===== src/rtl/bcd_serial_adder.sv =====
// bcd_serial_adder: digit-serial multi-digit BCD adder.
//
// One BCD digit is added per clock, least significant digit first, through a
// single decimal-correct digit slice. The inter-digit carry lives in a flop.
// Result digits shift into sum from the MSB end, so after DIGITS shifts
// digit 0 sits in sum[3:0].
//
// Handshake: start is accepted in IDLE or DONE. busy is high while digits are
// processed (DIGITS cycles). done is a one-cycle pulse once sum, cout and
// invalid are final. sum and cout hold until the next accepted start.
//
// Ports:
//   clk      system clock, rising edge
//   rst_n    asynchronous active-low reset
//   start    request a new operation (ignored while busy)
//   a, b     packed BCD operands, digit 0 in bits [3:0]
//   cin      decimal carry-in to digit 0
//   sub      (only with BCD_SERIAL_ADDER_SUB_EN) 1 = compute a - b
//   busy     digits being processed
//   done     one-cycle result-valid pulse
//   sum      packed BCD result
//   cout     decimal carry-out (with sub: 1 = no borrow)
//   invalid  some A or B digit was greater than 9 in the last operation
//
// Optional feature macro: BCD_SERIAL_ADDER_SUB_EN adds the sub port. When sub
// is 1 the B digits are nines'-complemented and the carry is seeded with 1,
// giving a ten's-complement subtraction; cin is then ignored.
module bcd_serial_adder #(
  parameter int DIGITS = 4
) (
  input  logic                  clk,
  input  logic                  rst_n,
  input  logic                  start,
  input  logic [4*DIGITS-1:0]   a,
  input  logic [4*DIGITS-1:0]   b,
  input  logic                  cin,
`ifdef BCD_SERIAL_ADDER_SUB_EN
  input  logic                  sub,
`endif
  output logic                  busy,
  output logic                  done,
  output logic [4*DIGITS-1:0]   sum,
  output logic                  cout,
  output logic                  invalid
);

  localparam int CNT_W = (DIGITS > 1) ? $clog2(DIGITS) : 1;
  localparam logic [CNT_W-1:0] LAST = CNT_W'(DIGITS - 1);

  localparam logic [1:0] IDLE = 2'd0;
  localparam logic [1:0] RUN  = 2'd1;
  localparam logic [1:0] DONE = 2'd2;

  // Decimal digit slice: returns {carry_out, digit}.
  function automatic logic [4:0] bcd_digit_add(input logic [3:0] x,
                                               input logic [3:0] y,
                                               input logic       c);
    logic [4:0] raw;
    logic [4:0] adj;
    raw = {1'b0, x} + {1'b0, y} + {4'b0, c};
    adj = raw + 5'd6;
    if (raw > 5'd9)
      bcd_digit_add = {1'b1, adj[3:0]};
    else
      bcd_digit_add = {1'b0, raw[3:0]};
  endfunction

  logic [1:0]          state;
  logic [CNT_W-1:0]    cnt;
  logic [4*DIGITS-1:0] a_sr;
  logic [4*DIGITS-1:0] b_sr;
  logic                carry;
  logic [4*DIGITS-1:0] sum_q;
  logic                cout_q;
  logic                invalid_q;
  logic                carry_seed;

  logic [3:0]          b_eff;
  logic [4:0]          slice;
  logic [4*DIGITS+3:0] sum_ext;
  logic                dig_bad;

`ifdef BCD_SERIAL_ADDER_SUB_EN
  logic sub_q;
  // Nines' complement of B; wraps mod 16 for non-BCD digits.
  assign b_eff      = sub_q ? 4'(4'd9 - b_sr[3:0]) : b_sr[3:0];
  assign carry_seed = sub ? 1'b1 : cin;
`else
  assign b_eff      = b_sr[3:0];
  assign carry_seed = cin;
`endif

  assign slice   = bcd_digit_add(a_sr[3:0], b_eff, carry);
  // Invalid check looks at the original B digit, not the complemented one.
  assign dig_bad = (a_sr[3:0] > 4'd9) || (b_sr[3:0] > 4'd9);
  assign sum_ext = {slice[3:0], sum_q};

  always_ff @(posedge clk or negedge rst_n) begin
    if (!rst_n) begin
      state     <= IDLE;
      cnt       <= '0;
      a_sr      <= '0;
      b_sr      <= '0;
      carry     <= 1'b0;
      sum_q     <= '0;
      cout_q    <= 1'b0;
      invalid_q <= 1'b0;
`ifdef BCD_SERIAL_ADDER_SUB_EN
      sub_q     <= 1'b0;
`endif
    end else begin
      case (state)
        RUN: begin
          // One digit per edge; operands shift right, result enters at MSB.
          a_sr  <= a_sr >> 4;
          b_sr  <= b_sr >> 4;
          carry <= slice[4];
          sum_q <= sum_ext[4*DIGITS+3:4];
          if (dig_bad)
            invalid_q <= 1'b1;
          if (cnt == LAST) begin
            cnt    <= '0;
            cout_q <= slice[4];
            state  <= DONE;
          end else begin
            cnt <= cnt + 1'b1;
          end
        end
        default: begin
          // IDLE and DONE both accept a new operation.
          if (start) begin
            a_sr      <= a;
            b_sr      <= b;
            carry     <= carry_seed;
            invalid_q <= 1'b0;
            cnt       <= '0;
            state     <= RUN;
`ifdef BCD_SERIAL_ADDER_SUB_EN
            sub_q     <= sub;
`endif
          end else begin
            state <= IDLE;
          end
        end
      endcase
    end
  end

  assign busy    = (state == RUN);
  assign done    = (state == DONE);
  assign sum     = sum_q;
  assign cout    = cout_q;
  assign invalid = invalid_q;

endmodule


===== config.mk =====
export PLATFORM = sky130hd
export DESIGN_NAME = bcd_serial_adder
export DESIGN_NICKNAME = d
export VERILOG_FILES = /design/src/rtl/bcd_serial_adder.sv
export SDC_FILE = /design/constraint.sdc
export NUM_CORES = 1
export LEC_CHECK = 0
export CAP_MARGIN = 10
export CORE_UTILIZATION = 45
export DETAILED_ROUTE_END_ITERATION = 8
export PLACE_DENSITY = 0.75
export SLEW_MARGIN = 20
export SYNTH_ARGS = -nofsm -noshare
export SYNTH_HDL_FRONTEND = slang
export SYNTH_SLANG_ARGS = --single-unit

===== constraint.sdc =====
create_clock -name clk -period 2.5 [get_ports clk]
set_clock_uncertainty 0.2 [all_clocks]
set_input_delay 0.75 -clock clk [delete_from_list [all_inputs] [get_ports clk]]
set_output_delay 0.75 -clock clk [all_outputs]
set_load 0.05 [all_outputs]

==> out/metrics.cfg <==
[placement]
place_hpwl_microns = 3510
placed_cell_area_sq_um = 3250
numPortBuffers = 55
pre_cts_ws_ns = -0.191
gp_congestion = 0.713

[timing]
fmaxAchievable_mhz = 368
setup_ws_ns = -0.219
min_period_ns = 2.72
finalCritPeriodShare_pct = 109
rsz0062_at_grt = true
finalSetupViolCount = 5
slew_headroom_pct = 62.2
final_max_slew_viol_count = 0
hold_violations = 0
tightest_slew_ns = 0.567

[routing]
first_iter_violations = 43
vias = 1959
wl_per_cell_microns = 12.5
drt_wl_total_microns = 4800
via_per_inst = 5.10
drc = 0
firstDrtPassIters = 4
antenna_left = 0

[finish]
design_area_sq_um = 3400
utilization_pct = 64.6
n_antenna_cell = 0
fillers = 438
syn_to_final_growth_pct = 34.7
num-nets-final = 356
regArea_sq_um = 1380
drive_gt1_share_pct = 11.8
multi_input_area_sq_um = 1120

[floorplanning]
std_cell_rows = 26
die_area_sq_um = 5910
die_w_microns = 76.9
coreArea_sq_um = 5270
start_util_pct = 47.9
die_h_microns = 76.9
boundaryPins = 56

[logic_synthesis]
syn_inst = 250
synth_area_leaders = dfrtp_1, mux2i_1, nand2_1
ys_async_sr_fraction_pct = 100
yosysTopAreaCell = dfrtp_1
avgSynthCellArea_sq_um = 10.1
synth_edf_count = 0
synth_area_sq_um = 2520
synth_ff_type = dfrtp_1
ys_seq_area_share_pct = 54.5
yosysUniqueCellTypes = 31
ys_warn_count = 0
yosys_register_bits = 55
synth_nets = 293
yosysTopAreaCellShare_pct = 54.5

[setup_path]
worstSetupPathType = reg2reg
worstPathCellList = fa_2, fa_2, inv_2, ha_4, nor2b_1, a31o_2, or3_1, o211ai_1
cp_data_arrival_time_ns = 2.74
worst_setup_path_end_kind = flop
cpPeakStageDelay_ns = 0.57
startpoint = carry$_DFFE_PN0P_
r2r-start = carry$_DFFE_PN0P_
r2r_cells = 8
crit_top_cell = fa_2
crit_fanout = 5
required_ns = 2.52
start_kind = flop
crit_slowest_cell = fa_2

[clock_network]
clock-sinks = 55
htree_levels = 2
cts.reportedPaths.clkPinSlew_ns = 0.10
cts_buffer_depth = 2
insertion_delay_ns = 0.31
cts_hold_buf = 0
tritoncts = yes
clockRootBuffer = clkbuf_8
numCtsBuffers = 5

[outcome]
status = complete, but fails checks
violations = setup timing

[global_route]
grt_max_degree = 56
antenna_found_initial = 0
grt_pass1_vias = 1968
track_usage_pct = 18.2
grt_pass1_wl_microns = 8630
overflow = 0

[pwr]
power_density_nw_per_um2 = 1420
ir_worst_vdd_uv = 813
leakage_uw = 0.00165

[min_path]
hp-class = in2async

[flow_run]
max-cap-violations = 0

[cell usage after synthesis, drive strengths merged, types with 2 or more instances]
library cell  number
fa                 2
nor2b              3
o21ai             26
inv                2
dfrtp             55
a21oi              7
nand2             69
buf                9
o211ai             2
ha                 5
a21o               2
clkbuf             5
nor2              15
mux2i             32
[layout make-up]
class | instances | area share [%]
clock buffer | 6 | 2.43
clock inverter | 2 | 1.03
inverter | 2 | 0.221
multi-input combinational | 179 | 32.8
sequential | 55 | 40.5
tap | 70 | 2.57
timing repair buffer | 70 | 20.4
[timing repair]
action                                  4_1_cts  5_1_grt
buffers inserted                              2        1
pin swaps                                     7        5
endpoints found under the setup margin        5        9
gates resized for setup                       0        5
[stage by stage]
stage                     std cells  total power [uW]  hold slack (ns)  setup TNS [ns]
after floorplan                 250              3330            0.249          -0.205
after global placement          373              4060            0.258          -0.348
after detailed placement        373              4160            0.262          -0.564
after CTS                       383              4820            0.232          -0.638
after global routing            384              5190            0.263           -1.00
final                           384              4820            0.228          -0.638
[logic make-up after synthesis]
kind of cell	Yosys count	share of synthesized area [%]
multiplexers	32	12.7
AND/OR/NAND/NOR	94	15.0
AO/OA/AOI/OAI	44	10.3
buffers and inverters	16	2.82
adder cells (fa/ha/maj)	7	4.06
XOR/XNOR	2	0.694
flip-flops	55	54.5
[state kept, by name (all words and copies together) (netlist names)]
| register | flops |
|---|---|
| state | 2 |
| a_sr | 16 |
| carry | 1 |
| cout | 1 |
| cnt | 2 |
| sum | 16 |
| b_sr | 16 |
| invalid | 1 |
[placed cells by master, fill, tap and decap left out, types with 2 or more instances in the layout]
cell             count
nor2_1              15
fa_2                 2
nor2b_1              3
clkbuf_8             6
dlymetal6s2s_1       4
inv_2                2
o21ai_0             26
buf_12               3
buf_2                2
a21oi_1              6
clkdlybuf4s50_1     47
ha_1                 4
nand2_1             69
o211ai_1             2
mux2i_1             32
dfrtp_1             55
buf_4               14
[report_power, final]
group	leakage [uW]	switching [uW]	internal, uW	total (uW)
Sequential	0.000706	238	1270	1510
Combinational	0.000887	1560	1160	2720
Clock	0.0000612	273	324	598
[routing by layer]
metal  vias up  track usage (%)  part of all wire (%)
li1        966                -                     -
met1       926             22.5                    43
met2        58             31.3                    50
met3         9             3.93                   5.7
met4         0             6.15                   1.7
met5         -                0                     0
[worst paths after layout]
| check | slack, ns | endpoint |
|---|---|---|
| setup / recovery | -0.22 | sum[13]$_DFFE_PN0P_ |
| hold / removal | 0.23 | b_sr[8]$_DFFE_PN0P_ |
| setup reg to reg | -0.22 | sum[13]$_DFFE_PN0P_ |
| hold reg to reg | 0.28 | sum[2]$_DFFE_PN0P_ |
| max in group asynchronous | 1.33 | b_sr[14]$_DFFE_PN0P_ |
| min in group clk | 0.28 | sum[2]$_DFFE_PN0P_ |
[worst max-delay path: cells and delay by family (launching register included)]
kind                       cells  cell delay, ns
adders and majority gates      3            1.14
and+or+nand+nor                2            0.43
DFF                            1            0.41
AOI/OAI and AO/OA              2            0.40
buffers and inverters          1            0.05
Note: power is estimated with default switching activity, not from simulation.
